==> config.mk <==
export PLATFORM = sky130hd
export DESIGN_NAME = shift_register_sequencer
export DESIGN_NICKNAME = d
export VERILOG_FILES = /design/src/rtl/shift_register_sequencer.sv
export SDC_FILE = /design/constraint.sdc
export NUM_CORES = 1
export LEC_CHECK = 0
export CAP_MARGIN = 20
export CELL_PAD_IN_SITES_DETAIL_PLACEMENT = 1
export CELL_PAD_IN_SITES_GLOBAL_PLACEMENT = 1
export CORE_MARGIN = 4
export CORE_UTILIZATION = 43
export CTS_BUF_LIST = sky130_fd_sc_hd__clkbuf_8
export DETAILED_ROUTE_END_ITERATION = 10
export PLACE_DENSITY = 0.88
export SLEW_MARGIN = 5
export SYNTH_ARGS = -nofsm -noshare
export SYNTH_HDL_FRONTEND = slang
export SYNTH_SLANG_ARGS = --single-unit
==> constraint.sdc <==
create_clock -name clk -period 2.9 [get_ports clk]
set_clock_uncertainty 0.05 [all_clocks]
set_input_delay 0.87 -clock clk [delete_from_list [all_inputs] [get_ports clk]]
set_output_delay 0.87 -clock clk [all_outputs]
set_load 0.05 [all_outputs]
==> src/rtl/shift_register_sequencer.sv <==
// rtl/shift_register_sequencer.sv - parallel-load shift register sequenced onto a serial line
// Optional trailing even-parity bit is enabled by defining PARITY_EN.
module shift_register_sequencer #(
  parameter int WIDTH     = 8,
  parameter int CLK_DIV   = 1,
  parameter int LSB_FIRST = 0
) (
  input  logic             clk,
  input  logic             reset,
  input  logic             in_valid,
  output logic             in_ready,
  input  logic [WIDTH-1:0] in_data,
  input  logic             hold,
  output logic             ser_out,
  output logic             ser_valid,
  output logic             busy,
  output logic             done
);

  localparam int BW = $clog2(WIDTH + 1);
  localparam int DW = (CLK_DIV > 1) ? $clog2(CLK_DIV) : 1;
  localparam logic [BW-1:0] LAST_BIT = BW'(WIDTH - 1);
  localparam logic [DW-1:0] LAST_DIV = DW'(CLK_DIV - 1);

  typedef enum logic [1:0] {
    S_IDLE   = 2'd0,
    S_SHIFT  = 2'd1,
    S_PARITY = 2'd2,
    S_DONE   = 2'd3
  } state_t;

  state_t           state_q, state_d;
  logic [WIDTH-1:0] shreg_q, shreg_d;
  logic [BW-1:0]    bit_cnt_q, bit_cnt_d;
  logic [DW-1:0]    div_cnt_q, div_cnt_d;
  logic             ser_out_q, ser_out_d;
`ifdef PARITY_EN
  logic             parity_q, parity_d;
`endif

  // Rotating rather than shifting keeps every register bit live; only the head bit is ever observed.
  logic [WIDTH-1:0] shreg_next;
  logic             load_bit;
  logic             next_bit;

  always_comb begin
    shreg_next = (LSB_FIRST != 0) ? {shreg_q[0], shreg_q[WIDTH-1:1]}
                                  : {shreg_q[WIDTH-2:0], shreg_q[WIDTH-1]};
    load_bit   = (LSB_FIRST != 0) ? in_data[0] : in_data[WIDTH-1];
    next_bit   = (LSB_FIRST != 0) ? shreg_next[0] : shreg_next[WIDTH-1];
  end

  always_ff @(posedge clk) begin
    if (!reset) begin
      state_q   <= S_IDLE;
      shreg_q   <= '0;
      bit_cnt_q <= '0;
      div_cnt_q <= '0;
      ser_out_q <= 1'b1;
`ifdef PARITY_EN
      parity_q  <= 1'b0;
`endif
    end else begin
      state_q   <= state_d;
      shreg_q   <= shreg_d;
      bit_cnt_q <= bit_cnt_d;
      div_cnt_q <= div_cnt_d;
      ser_out_q <= ser_out_d;
`ifdef PARITY_EN
      parity_q  <= parity_d;
`endif
    end
  end

  always_comb begin
    state_d   = state_q;
    shreg_d   = shreg_q;
    bit_cnt_d = bit_cnt_q;
    div_cnt_d = div_cnt_q;
    ser_out_d = ser_out_q;
`ifdef PARITY_EN
    parity_d  = parity_q;
`endif
    case (state_q)
      S_IDLE: begin
        ser_out_d = 1'b1;
        if (in_valid) begin
          state_d   = S_SHIFT;
          shreg_d   = in_data;
          bit_cnt_d = '0;
          div_cnt_d = '0;
          ser_out_d = load_bit;
`ifdef PARITY_EN
          parity_d  = ^in_data;
`endif
        end
      end
      S_SHIFT: begin
        // hold freezes everything, including a terminal-count cycle
        if (!hold) begin
          if (div_cnt_q == LAST_DIV) begin
            div_cnt_d = '0;
            bit_cnt_d = bit_cnt_q + BW'(1);
            shreg_d   = shreg_next;
            if (bit_cnt_q == LAST_BIT) begin
`ifdef PARITY_EN
              state_d   = S_PARITY;
              ser_out_d = parity_q;
`else
              state_d   = S_DONE;
              ser_out_d = 1'b1;
`endif
            end else begin
              ser_out_d = next_bit;
            end
          end else begin
            div_cnt_d = div_cnt_q + DW'(1);
          end
        end
      end
`ifdef PARITY_EN
      S_PARITY: begin
        if (!hold) begin
          if (div_cnt_q == LAST_DIV) begin
            div_cnt_d = '0;
            state_d   = S_DONE;
            ser_out_d = 1'b1;
          end else begin
            div_cnt_d = div_cnt_q + DW'(1);
          end
        end
      end
`endif
      S_DONE: begin
        state_d   = S_IDLE;
        ser_out_d = 1'b1;
      end
      default: begin
        state_d   = S_IDLE;
        ser_out_d = 1'b1;
      end
    endcase
  end

  always_comb begin
    in_ready  = (state_q == S_IDLE);
    busy      = (state_q != S_IDLE);
    done      = (state_q == S_DONE);
    ser_valid = (state_q == S_SHIFT) || (state_q == S_PARITY);
    ser_out   = ser_out_q;
  end

endmodule

Word-level counts from Yosys, hierarchy flattened
Cells that the tools add are included.
{"block": "word_totals", "word_cells": 45, "ff_bits": 16}
{"block": "classes", "reduce_logical": 8, "n_eq_ne": 8, "n_addsub": 2, "mux": 22}
{"operator": "8-bit 2-to-1 mux", "n": 3}
{"operator": "8-bit case mux with 2 select lines", "n": 1}
{"operator": "4-bit 2-to-1 mux", "n": 3}
{"operator": "2-bit 2-to-1 mux", "n": 4}
{"operator": "2-bit != test, second input constant", "n": 4}
{"operator": "4-bit case mux with 2 select lines", "n": 1}
{"operator": "4-bit AND reduction", "n": 2}
{"operator": "1-bit 2-to-1 mux", "n": 7}
{"operator": "4-bit by 1-bit adder with 4-bit output, second input constant", "n": 1}
{"operator": "2-bit equality test, second input constant", "n": 2}
{"operator": "4-bit by 3-bit equality test with 1-bit output, second input constant", "n": 1}
{"operator": "1-bit case mux with 2 select lines", "n": 2}
{"operator": "2-bit case mux with 2 select lines", "n": 1}
{"operator": "2-bit nonzero test", "n": 2}
{"operator": "3-bit AND reduction", "n": 1}
{"operator": "2-bit by 1-bit equality test with 1-bit output, second input constant", "n": 1}
{"operator": "2-bit zero test", "n": 1}
{"operator": "2-bit AND reduction", "n": 1}
{"operator": "1-bit adder, second input constant", "n": 1}
{"operator": "1-bit logical OR", "n": 1}

Logic depth before layout (Yosys ltp)
{"block": "logic_depth", "depth_word": 5, "depth_mapped": 7}

Least setup slack after synthesis
Ideal clock, no wire load.
{"block": "synth_path", "path_type": "reg-to-output", "start": "register state_q[0]", "end": "output port busy", "slack_ns": 0.654, "arrival_time_ns": 1.326, "path_stages_with_launch": 5, "cell_sequence": "dfxtp_1 > inv_1 > ha_1 > buf_2 > inv_1"}
{"block": "synth_via", "elab_chain_cells": 1}
{"element": "start: declaration", "line_no": "32", "source": "state_t state_q, state_d;"}
{"element": "start signal: assignment", "line_no": "64", "source": "state_q <= state_d;"}
{"element": "2-bit nonzero test", "line_no": "147", "source": "busy = (state_q != S_IDLE);"}
{"element": "end: declaration", "line_no": "16", "source": "output logic busy,"}
Every way passes these cells.

Worst setup path in the final report
Same ends and word-level chain as after synthesis.

==> out/results.txt <==
Simple-gate share of the synthesized area: 23.97%
CP Class: reg2out
Final #Nets: 123
Post-Synth Adder-Cell Area: 5.706%
Port Buf Inserts: 16
Die area: 2827 um2
Number of global-route vias before repair: 786
Largest net degree at the start of global routing: 18
Core ar.: 1942 um2
Worst Setup SP: state_q[0]
Area contributors post-synth: dfxtp_1, mux2i_1, o211a_1
Setup ws final: 83.09 ps
Worst Tran Pin Value: 563.7 ps
Min-Delay Path Class: reg2reg
Post-synth EDFFs: 0
CP required: 1980 ps
Mean Syn Cell Area: 9.431 um2
Async set or reset register ratio after synthesis: 0%
Fraction of layout cells with a size suffix above 1: 9.434%
Cell taking the most area after synthesis: dfxtp_1
Clock transition at path regs: 60 ps
Post-CTS setup buffers: 0
Crit path top cell by count: inv_1
R2r setup slk: 1090 ps
Synth Register Bits: 15
Drt pass-1 iters: 4
Startpoint types: register
Row count: 16
P&R area growth vs syn: 23.54%
Largest family of logic cells by synthesized area: simple AND/OR/NAND/NOR gates
Sink Count: 15
FF-to-FF path depth: 6
Iteration-0 DRC count of the detailed router: 24
Cts repair resizes: 0
Highest Clock Rate: 0.3550 GHz
Gpl congestion: 0.7732
Sequential element share of the synthesized area: 34.24%
Post-Route WL: 2191 um
Final Max Slew Viols: 0
Final setup TNS: 0 ps
Cell leakage power: 0.4931 nW
Critical path's largest stage delay: 800 ps
Initial antenna violation count: 0
CTS max path bufs: 2
Status: completed
Root buf cell: clkbuf_8
Area of the mapped netlist: 877.1 um2
CTS buffer count: 3
Vias/cell: 5.910
XOR/XNOR Fraction of Synth Area: 0%
Final Hold Fails: 0
Synthesized netlist cell count: 93
Vias: 786
Max rail drop VDD: 0.4569 mV
DRC viols: 0
Top-count cell post-synth: dfxtp_1
Die Y: 53.17 um
Synth Flop Type: dfxtp_1
Normalized max-slew margin: 62.31%
Critical-path maximum fanout: 10
Post-CTS Hold Fix Bufs: 0
Crit path DAT: 1900 ps
CP Capture Type: primary output
FF-to-FF End: bit_cnt_q[2]
Final period utilization: 97.13%
Design Power: 0.7272 mW
Final-report setup violation count: 0
TritonCTS clock tree: done
Antenna Nets Post-Route: 0
Synth Area in Compound Gates: 18.12%
H-Tree Depth: 1
RSZ-0062 raised after global routing: no
Routed WL per cell: 16.47 um
Final Critical Period: 2817 ps
Diode count: 0
Initial Utilization: 45.17%
Clock latency on the worst-skew pair: 240 ps
PwrDens: 671.2 nW/um2
Netlist cell types: 31
Post-synthesis mux area share: 11.41%
Chip width: 53.17 um
Cells along the critical path: inv_1 -> ha_1 -> inv_1 -> clkdlybuf4s50_1
Yosys top cell area share: 34.24%
Warnings from Yosys: 0
RR Startpoint: state_q[1]
Crit path to: busy
Post-place setup slack: 341.5 ps
CP max stage cell: clkdlybuf4s50_1
Detailed Place HPWL: 1571 um
Synth top cells by count: dfxtp_1, mux2i_1, nand4_1, o211a_1
Post-Syn Nets: 109
Io pins: 17
First-pass GRT wire length: 3594 um
Number of max-cap violations: 0
Total track usage: 17.77%
Global route overflow: 0
routing by layer:
metal | vias up | part of all wire [%] | GRT usage [%] | wire, um
met5 | - | 0 | 0 | 0
li1 | 378 | - | - | -
met1 | 372 | 42 | 19.69 | 926
met3 | 6 | 5.6 | 3.944 | 123
met4 | 0 | 2.0 | 9.362 | 43
met2 | 30 | 50 | 31.20 | 1097
worst max-delay path, delay by kind of cell, from the launching register on:
| family | cells | cell delay [ps] |
|---|---|---|
| DFF | 1 | 360 |
| buffers and inverters | 3 | 980 |
| adders and majority gates | 1 | 310 |
registers in the layout, summed over array words and instances (netlist names):
name / cells
bit_cnt_q: 4
ser_out: 1
shreg_q: 8
state_q: 2
worst min-delay path by stage:
| stage | from | depth (start not counted) | end |
|---|---|---|---|
| floorplan | bit_cnt_q[3] | 2 | bit_cnt_q[3] |
| global placement | bit_cnt_q[3] | 2 | bit_cnt_q[3] |
| detailed placement | bit_cnt_q[3] | 2 | bit_cnt_q[3] |
| CTS | bit_cnt_q[3] | 2 | bit_cnt_q[3] |
| global route | shreg_q[7] | 1 | shreg_q[7] |
| finish | bit_cnt_q[3] | 2 | bit_cnt_q[3] |
cells by family after synthesis:
group,after synthesis
AO/OA/AOI/OAI,20
buffers and inverters,12
adder cells (fa/ha/maj),4
flip-flops,15
AND/OR/NAND/NOR,32
multiplexers,10
cell type report:
type                    instances  area [um2]
fillers                       240       858.3
multi-input cells              66       519.2
flip-flops and latches         15       300.3
repair buffers                 17       170.2
clock buffers                   3       41.29
well taps                      27       33.78
inverters                       4       15.01
clock inverters                 1       3.754
power breakdown:
part	internal [mW]	total, mW	switching (mW)	leakage [nW]
sequential	0.242	0.261	0.0198	0.123
combinational	0.120	0.300	0.179	0.343
clock	0.0937	0.166	0.0725	0.0269
total	0.456	0.727	0.272	0.493
placed cells by master (no fill, tap or decap), types with 2 or more instances in the layout:
cell	n
or2_2	2
a21oi_1	3
mux2i_1	10
clkbuf_8	3
o211a_1	8
dfxtp_1	15
clkdlybuf4s50_1	15
ha_1	4
nand4_1	10
nand2_1	3
o31ai_1	2
o21ai_0	2
nand3b_1	3
nand3_1	4
inv_1	4
nand2b_1	2
metrics by stage:
stage,hold WS [ps],cells,util [%],cell area (um2)
final,434.5,133,55.80,1084
after global routing,470.4,133,55.80,1084
after CTS,436.6,133,55.67,1081
after detailed placement,426.9,129,53.35,1036
after global placement,412.2,129,53.35,1036
after floorplan,400.1,93,-,877.1
(Power assumes the default switching activity.)
